==> src/rtl/odesa_layer_param.sv <==
// Supervised ODESA classification layer: per-channel decaying time surface, serial
// neuron scoring, winner-take-all spike, LAS/GAS learning. Optional GAS: `ODESA_GAS_EN.
//
// state   | meaning
// --------+--------------------------------------------------------------
// S_IDLE  | waiting for an event; surface snapshot and label latched on accept
// S_ACCUM | one input channel per cycle accumulated into every neuron
// S_CMP   | winner-take-all selection against per-neuron thresholds
// S_OUT   | spike/las/gas pulse; weights and thresholds updated at end of cycle
module odesa_layer_param #(
    parameter int P_N_IN  = 6,
    parameter int P_N_NEU = 3,
    parameter int P_N_LBL = 3,
    parameter int P_WIDTH = 9,
    parameter int P_ETA   = 8
) (
    input  logic                            i_clk,
    input  logic                            i_rst,
    input  logic [P_N_IN-1:0]               i_event,
    input  logic [P_N_LBL-1:0]              i_label,
    input  logic                            i_tick,
    input  logic                            i_train_en,
    output logic [P_N_IN*(P_WIDTH+1)-1:0]   o_tr,
    output logic [P_N_NEU-1:0]              o_spike,
    output logic                            o_ready,
    output logic                            o_drop,
    output logic                            o_las,
    output logic                            o_gas
);
    localparam int TW  = P_WIDTH + 1;
    localparam int AW  = 2*P_WIDTH + 1 + $clog2(P_N_IN);
    localparam int KW  = (P_N_IN  > 1) ? $clog2(P_N_IN)  : 1;
    localparam int NW  = (P_N_NEU > 1) ? $clog2(P_N_NEU) : 1;
    localparam int LW  = (P_N_LBL > 1) ? $clog2(P_N_LBL) : 1;
    localparam int NPC = P_N_NEU / P_N_LBL;
    localparam logic [TW-1:0]      TR_MAX = TW'(2**P_WIDTH);
    localparam logic [P_WIDTH-1:0] W_INIT = P_WIDTH'(2**(P_WIDTH-1));

    typedef enum logic [1:0] {S_IDLE, S_ACCUM, S_CMP, S_OUT} state_t;

    state_t              state_q, state_d;
    logic [KW-1:0]       k_q, k_d;
    logic [TW-1:0]       tr_q   [P_N_IN];
    logic [TW-1:0]       tr_d   [P_N_IN];
    logic [TW-1:0]       snap_q [P_N_IN];
    logic [P_WIDTH-1:0]  w_q    [P_N_NEU][P_N_IN];
    logic [AW-1:0]       thr_q  [P_N_NEU];
    logic [AW-1:0]       acc_q  [P_N_NEU];
    logic [LW-1:0]       lbl_q;
    logic                lbl_vld_q;
    logic                train_q;
    logic [NW-1:0]       win_q;
    logic                win_vld_q;
    logic                drop_q;

    logic [LW-1:0]       lbl_sel;
    logic [NW-1:0]       cmp_idx;
    logic                cmp_vld;
    logic [AW-1:0]       cmp_best;
    logic [TW-1:0]       k_snap;
    logic                win_in_cls;
    logic                las_hit;
    logic                gas_hit;

    function automatic logic [P_WIDTH-1:0] las_w(input logic [P_WIDTH-1:0] w,
                                                 input logic [TW-1:0] s);
        logic signed [TW:0] diff;
        logic signed [TW:0] nxt;
        diff = $signed({1'b0, s}) - $signed({2'b00, w});
        nxt  = $signed({2'b00, w}) + (diff >>> P_ETA);
        if (nxt < 0)
            return '0;
        if (nxt > $signed({2'b00, {P_WIDTH{1'b1}}}))
            return '1;
        return nxt[P_WIDTH-1:0];
    endfunction

    function automatic logic [AW-1:0] las_thr(input logic [AW-1:0] a,
                                              input logic [AW-1:0] t);
        logic signed [AW:0] diff;
        logic signed [AW:0] nxt;
        diff = $signed({1'b0, a}) - $signed({1'b0, t});
        nxt  = $signed({1'b0, t}) + (diff >>> P_ETA);
        return nxt[AW] ? '0 : nxt[AW-1:0];
    endfunction

    function automatic logic [AW-1:0] gas_thr(input logic [AW-1:0] t);
        logic [AW-1:0] dec;
        dec = t >> P_ETA;
        if (dec == '0)
            dec = AW'(1);
        return (t > dec) ? t - dec : '0;
    endfunction

    // An event on a channel overrides a coincident decay tick.
    always_comb begin
        for (int i = 0; i < P_N_IN; i++) begin
            tr_d[i] = tr_q[i];
            if (i_event[i])
                tr_d[i] = TR_MAX;
            else if (i_tick && tr_q[i] != '0)
                tr_d[i] = tr_q[i] - TW'(1);
        end
    end

    for (genvar g = 0; g < P_N_IN; g++) begin : g_tr
        assign o_tr[g*TW +: TW] = tr_q[g];
    end

    always_comb begin
        lbl_sel = '0;
        for (int i = P_N_LBL-1; i >= 0; i--)
            if (i_label[i])
                lbl_sel = LW'(i);
    end

    // Strict '>' keeps the lowest index on equal scores.
    always_comb begin
        cmp_vld  = 1'b0;
        cmp_idx  = '0;
        cmp_best = '0;
        for (int j = 0; j < P_N_NEU; j++) begin
            if (acc_q[j] >= thr_q[j] && (!cmp_vld || acc_q[j] > cmp_best)) begin
                cmp_vld  = 1'b1;
                cmp_idx  = NW'(j);
                cmp_best = acc_q[j];
            end
        end
    end

    assign k_snap = snap_q[k_q];

    always_ff @(posedge i_clk) begin
        if (i_rst) begin
            state_q <= S_IDLE;
            k_q     <= '0;
        end else begin
            state_q <= state_d;
            k_q     <= k_d;
        end
    end

    always_comb begin
        state_d    = state_q;
        k_d        = k_q;
        o_spike    = '0;
        las_hit    = 1'b0;
        gas_hit    = 1'b0;
        win_in_cls = (int'(win_q) / NPC) == int'(lbl_q);
        case (state_q)
            S_IDLE: begin
                if (|i_event) begin
                    state_d = S_ACCUM;
                    k_d     = '0;
                end
            end
            S_ACCUM: begin
                k_d = k_q + KW'(1);
                if (k_q == KW'(P_N_IN-1))
                    state_d = S_CMP;
            end
            S_CMP: state_d = S_OUT;
            S_OUT: begin
                state_d = S_IDLE;
                if (win_vld_q)
                    o_spike[win_q] = 1'b1;
                if (train_q && lbl_vld_q) begin
                    if (win_vld_q && win_in_cls)
                        las_hit = 1'b1;
`ifdef ODESA_GAS_EN
                    else
                        gas_hit = 1'b1;
`endif
                end
            end
            default: state_d = S_IDLE;
        endcase
    end

    assign o_ready = (state_q == S_IDLE);
    assign o_drop  = drop_q;
    assign o_las   = las_hit;
    assign o_gas   = gas_hit;

    always_ff @(posedge i_clk) begin
        if (i_rst) begin
            for (int i = 0; i < P_N_IN; i++) begin
                tr_q[i]   <= '0;
                snap_q[i] <= '0;
            end
            for (int j = 0; j < P_N_NEU; j++) begin
                acc_q[j] <= '0;
                thr_q[j] <= '0;
                for (int i = 0; i < P_N_IN; i++)
                    w_q[j][i] <= W_INIT;
            end
            lbl_q     <= '0;
            lbl_vld_q <= 1'b0;
            train_q   <= 1'b0;
            win_q     <= '0;
            win_vld_q <= 1'b0;
            drop_q    <= 1'b0;
        end else begin
            for (int i = 0; i < P_N_IN; i++)
                tr_q[i] <= tr_d[i];
            drop_q <= (state_q != S_IDLE) && (|i_event);
            case (state_q)
                S_IDLE: begin
                    if (|i_event) begin
                        for (int i = 0; i < P_N_IN; i++)
                            snap_q[i] <= tr_d[i];
                        for (int j = 0; j < P_N_NEU; j++)
                            acc_q[j] <= '0;
                        lbl_q     <= lbl_sel;
                        lbl_vld_q <= |i_label;
                        train_q   <= i_train_en;
                    end
                end
                S_ACCUM: begin
                    for (int j = 0; j < P_N_NEU; j++)
                        acc_q[j] <= acc_q[j] + AW'(w_q[j][k_q]) * AW'(k_snap);
                end
                S_CMP: begin
                    win_q     <= cmp_idx;
                    win_vld_q <= cmp_vld;
                end
                S_OUT: begin
                    if (las_hit) begin
                        for (int i = 0; i < P_N_IN; i++)
                            w_q[win_q][i] <= las_w(w_q[win_q][i], snap_q[i]);
                        thr_q[win_q] <= las_thr(acc_q[win_q], thr_q[win_q]);
                    end
                    if (gas_hit) begin
                        for (int j = 0; j < P_N_NEU; j++)
                            if ((j / NPC) == int'(lbl_q))
                                thr_q[j] <= gas_thr(thr_q[j]);
                    end
                end
                default: ;
            endcase
        end
    end
endmodule
==> config.mk <==
export PLATFORM = sky130hd
export DESIGN_NAME = odesa_layer_param
export DESIGN_NICKNAME = d
export VERILOG_FILES = /design/src/rtl/odesa_layer_param.sv
export SDC_FILE = /design/constraint.sdc
export NUM_CORES = 2
export LEC_CHECK = 0
export CAP_MARGIN = 20
export CORE_ASPECT_RATIO = 0.5
export CORE_MARGIN = 4
export CORE_UTILIZATION = 45
export DETAILED_ROUTE_END_ITERATION = 10
export PLACE_DENSITY = 0.71
export SLEW_MARGIN = 20
export SYNTH_ARGS = -nofsm -noshare
export SYNTH_HDL_FRONTEND = slang
export SYNTH_SLANG_ARGS = --single-unit
==> constraint.sdc <==
create_clock -name i_clk -period 9 [get_ports i_clk]
set_clock_uncertainty 0.1 [all_clocks]
set_input_delay 0.9 -clock i_clk [delete_from_list [all_inputs] [get_ports i_clk]]
set_output_delay 0.9 -clock i_clk [all_outputs]
set_load 0.01 [all_outputs]
# Yosys cells after proc, flatten, opt, wreduce, memory -nomap -nowiden
# Memory sizes are Yosys's and may differ from the RTL's. A register that Yosys moved wholly into a read port is not among the register bits.
# Cells that the tools add are included.
dict set report word_totals {
  register_bits 13
  ramBits 414
  out_inout_bits 67
  wordCells 304
  mem_count 5
}
dict set report op_classes {
  n_addsub 24
  n_mul 3
  n_lt_le_gt_ge 20
  n_eq_ne 7
  muxes 186
  bitwise_logic 19
  reduce_logical 32
}
# name words width rd rd_clocked_by_memory_dff write_ports line
set memory_table {}
lappend memory_table {w_q 3 54 4 1 3 46} ;# logic [P_WIDTH-1:0] w_q [P_N_NEU][P_N_IN];
lappend memory_table {acc_q 3 22 4 1 3 48} ;# logic [AW-1:0] acc_q [P_N_NEU];
lappend memory_table {thr_q 3 22 4 1 3 47} ;# logic [AW-1:0] thr_q [P_N_NEU];
lappend memory_table {snap_q 6 10 7 1 6 45} ;# logic [TW-1:0] snap_q [P_N_IN];
lappend memory_table {tr_q 6 10 6 0 6 43} ;# logic [TW-1:0] tr_q [P_N_IN];
# operator n
set ops {}
lappend ops {{9-bit two-way mux} 48}
lappend ops {{10-bit two-way mux} 24}
lappend ops {{22-bit two-way mux} 10}
lappend ops {{9-bit binary-select mux with 3-bit select} 3}
lappend ops {{1-bit two-way mux} 78}
lappend ops {{10-bit by 3-bit adder with 11-bit output} 6}
lappend ops {{22-bit by 19-bit adder with 22-bit output} 3}
lappend ops {{22-bit greater-or-equal comparator} 3}
lappend ops {{11-bit by 10-bit > comparator with 1-bit output, second input constant} 6}
lappend ops {{11-bit by 1-bit less-than comparator with 1-bit output, second input constant} 6}
lappend ops {{10-bit by 9-bit subtractor with 11-bit output} 6}
lappend ops {{10-bit nonzero test} 6}
lappend ops {{10-bit by 1-bit subtractor with 10-bit output, second input constant} 6}
lappend ops {{9-bit by 10-bit multiplier with 19-bit output} 3}
lappend ops {{54-bit two-way mux} 1}
lappend ops {{54-bit OR reduction} 1}
lappend ops {{22-bit > comparator} 2}
lappend ops {{2-bit two-way mux} 14}
lappend ops {{23-bit by 15-bit adder with 23-bit output} 1}
lappend ops {{22-bit by 22-bit subtractor with 23-bit output} 1}
lappend ops {{22-bit OR reduction} 1}
lappend ops {{1-bit OR} 18}
lappend ops {{3-bit two-way mux} 5}
lappend ops {{1-bit logical AND} 12}
lappend ops {{other kinds (21)} 27}

# Longest topological paths before layout
dict set report logic_depth {
  word_depth 18
  depth_mapped 30
  depth_no_buf 28
}

# Worst setup path before layout
# No wires, ideal clock.
dict set report synth_timing {
  kind {register to register}
  from {register k_q[0]}
  to {memory acc_q[0][21] in the netlist's numbering (data pin)}
  setup_time_ps 271
  arrival_time_ps 6409
  required_ps 8629
  path_slack_ps 2220
  stages_incl_launch_ff 24
  path_buffers 3
  path_cell_list {dfxtp_1 buf_2 clkbuf_1 buf_2 mux2i_1 nor2_1 a21oi_1 nor2_1 fa_1 inv_1 fa_1 fa_1 inv_1 fa_1 fa_1 ha_1 a21o_1 a2111oi_0 a21boi_0 nor3_1 o31ai_1 a21boi_0 nand4_1 o211ai_1}
}
# item line
set synth_lines {}
lappend synth_lines {{start, declared} 42} ;# logic [KW-1:0] k_q, k_d;
lappend synth_lines {{start signal, assigned} 139} ;# k_q <= k_d;
lappend synth_lines {{end, declared} 48}

==> flow_summary_export.csv <==
group,metric,value,unit
run_status,status,"completed",
die,pin_count,80,
die,fp.dieH,225,um
yosys,yosysSeqAreaShare,34.2,%
grt,antenna_found_initial,2,
setup_path,cpMostUsedCell,"fa_1",
die,dieWidth,441,um
setup_path,required,9.27,ns
yosys,async_flop_share,0,%
yosys,synth.ff_latch_count,508,
detailed_routing,wire_per_inst,22.9,um
yosys,syn_inst,4143,
placement,dpl_cell_area,0.0444,mm2
sta,finalCriticalPeriod,7.77,ns
yosys,synth.distinct_cells,89,
die,fp-row-count,79,
sta,tns,0,ns
grt,busiest_layer,"met2",
yosys,yosys-top-cells-area,"edfxtp_1 (31%), ha_1 (13%), fa_1 (11%), mux4_2 (6.0%), inv_1 (4.6%)",
setup_path,critPathBufInv,3,
setup_path,critPathLaunchType,"flip-flop",
placement,gp_congestion,0.973,
sta,tightest_slew,1.14,ns
sta,slew_headroom,24.2,%
detailed_routing,dr.pass1.iters,5,
grt,overflow,0,
sta,fin_crit_sh,86.3,%
setup_path,max_stage_delay,0.80,ns
sta,drv_slew,0,
yosys,ys_warn_count,0,
clock_network,cts_max_path_buffers,3,
detailed_routing,ant_nets,0,
placement,io_buffer_count,78,
grt,first_global_vias,32760,
finish,syn_to_final_growth,9.10,%
setup_path,cp-end-kind,"flip-flop",
detailed_routing,drtIter0Drc,3641,
finish,n_antenna_cell,0,
placement,hpwl,95900,um
setup_path,crit_chain,"buf_4 > mux4_2 > a21oi_1 > nor2_1 > fa_1 > inv_1 > fa_1 > fa_1 > inv_1 > fa_1 > fa_1 > ha_1 > and2_1 > o21a_1 > a31oi_1 > nor4b_1 > o41ai_1 > nand2_1 > mux2i_1 > o21ai_0",
yosys,synth_area,0.0423,mm2
yosys,synth_top_area_cell,"edfxtp_1",
finish,final_area,0.0461,mm2
sta,setup_violations,0,
clock_network,cts.htree.levels,2,
yosys,synthFlopType,"edfxtp_1",
detailed_routing,viasPerCell,5.98,
setup_path,slowest_stage,"dfxtp_4",
die,start_util,45.4,%
detailed_routing,routed_wl,125000,um
placement,dp_slack,1.30,ns
yosys,syn-num-nets,4811,
setup_path,crit_type,"reg2reg",
yosys,avgSynthCellArea,10.2,um2
sta,rsz0062_at_grt,"no",
setup_path,crit_arrival,8.04,ns
hold_path,hold_class,"reg2reg",
sta,setup_ws,1.23,ns
job,maxCapViolCount,0,
finish,layout_common_cells,"inv_1 (518), nor2_1 (435), ha_1 (432)",
finish,drive_gt1_share,7.92,%
grt,grt_pass1_wl,192000,um
clock_network,cts_hold_buf,0,
die,coreArea,0.0930,mm2
clock_network,cts_sinks,508,
sta,hold_viol,0,
sta,max_freq,129,MHz
detailed_routing,drc,0,
setup_path,critPathMaxFanout,41,
die,dieArea,0.0992,mm2
yosys,synth_top_area_share,30.6,%
detailed_routing,num_vias,32784,
grt,grt_use_total,25.1,%
yosys,synth-edff-count,430,
finish,layout.nets,4856,
finish,final_util,49.6,%
clock_network,cts_resized,0,
grt,met1_usage,34.0,%
clock_network,post_cts_buffers,0,
clock_network,root_buffer,"clkbuf_16",
clock_network,clk_latency,0.65,ns
grt,grt_start_max_net_pins,67,
grt,use_met3,4.84,%
clock_network,cts_tree,"built",
clock_network,cts.clk_slew.worst_paths,0.07,ns
power_and_ir_drop,power.density,408,mW/mm2
power_and_ir_drop,ir_drop,287,uV
power_and_ir_drop,cellLeakagePower,19.2,nW
finish,layout_commonest_cell,"inv_1",
setup_path,cp_top_family,"adder cells",
clock_network,cts_buffers,51,
grt,grt_util_met2,39.6,%
## power breakdown
| part | total, W | internal (W) | switching [W] |
|---|---|---|---|
| clock network | 0.00220 | 0.00118 | 0.00102 |
| registers | 0.00357 | 0.00303 | 0.000541 |
| logic | 0.0130 | 0.00497 | 0.00807 |
| total | 0.0188 | 0.00917 | 0.00963 |
## final cells by class
| type | instances | area [um2] |
|---|---|---|
| Clock buffer | 71 | 1460 |
| Clock inverter | 24 | 199 |
| Fill cell | 8240 | 46900 |
| Inverter | 518 | 1940 |
| Multi-Input combinational cell | 2985 | 25300 |
| Sequential cell | 508 | 14500 |
| Tap cell | 1255 | 1570 |
| Timing Repair Buffer | 124 | 1150 |
## per-layer routing
layer	vias to the layer above	wire length, um
li1	14681	-
met1	16098	50900
met2	1686	56300
met3	317	12400
met4	2	5670
met5	-	13
## Yosys cell counts (18+ instances only)
cell type / count
nor3_1: 111
dfxtp_1: 78
a21o_1: 88
nand3_1: 49
a21oi_1: 263
o21ai_0: 112
o21bai_1: 20
buf_1: 19
mux4_2: 113
xor2_1: 69
o21a_1: 52
a31oi_1: 19
o21ai_1: 21
ha_1: 432
and2_1: 68
xnor2_1: 99
nor2b_1: 29
nor2_1: 436
clkbuf_1: 88
a211oi_2: 21
mux2i_1: 61
a211oi_1: 38
inv_1: 518
or2_2: 24
nand2_1: 323
a22oi_1: 26
fa_1: 223
nand2b_1: 37
nand4_1: 18
edfxtp_1: 430
## path summary, 6_finish.rpt
kind	from	endpoint	slack [ns]	cells past startpoint
worst max-delay path	k_q[0]	acc_q[1][21]	1.23	20
worst min-delay path	train_q	train_q	0.37	2
worst max register to register	k_q[0]	acc_q[1][21]	1.23	20
worst min register to register	train_q	train_q	0.37	2
## registers in the layout, summed over array words and instances, names as in the netlist, 2 cells and up, named ones only
name	flops
w_q	216
thr_q	88
acc_q	66
snap_q	60
tr_q	60
k_q	3
lbl_q	2
state_q	2
win_q	2
## per-stage QoR
step	hold slack, ns	instances	total power [W]
global route	0.392	5485	0.0204
detailed placement	0.357	5390	0.0163
CTS	0.366	5485	0.0186
finish	0.367	5485	0.0188
floorplan	0.337	4143	0.0130
global placement	0.344	5390	0.0158
## kinds of logic after synthesis
family | synth area share, %
AND/OR/NAND/NOR | 13.0
multiplexers | 7.62
flip-flops | 34.2
buffers and inverters | 6.01
adder cells (fa/ha/maj) | 23.4
other | 0.00887
XOR/XNOR | 3.48
AO/OA/AOI/OAI | 12.2
## tightest hold or removal path, delay by kind of cell, from the launching register on
family	cells	cell delay, ns
DFF	1	0.31
and+or+nand+nor	1	0.05
AOI/OAI and AO/OA	1	0.05
Power figures use the tool's default switching activity.
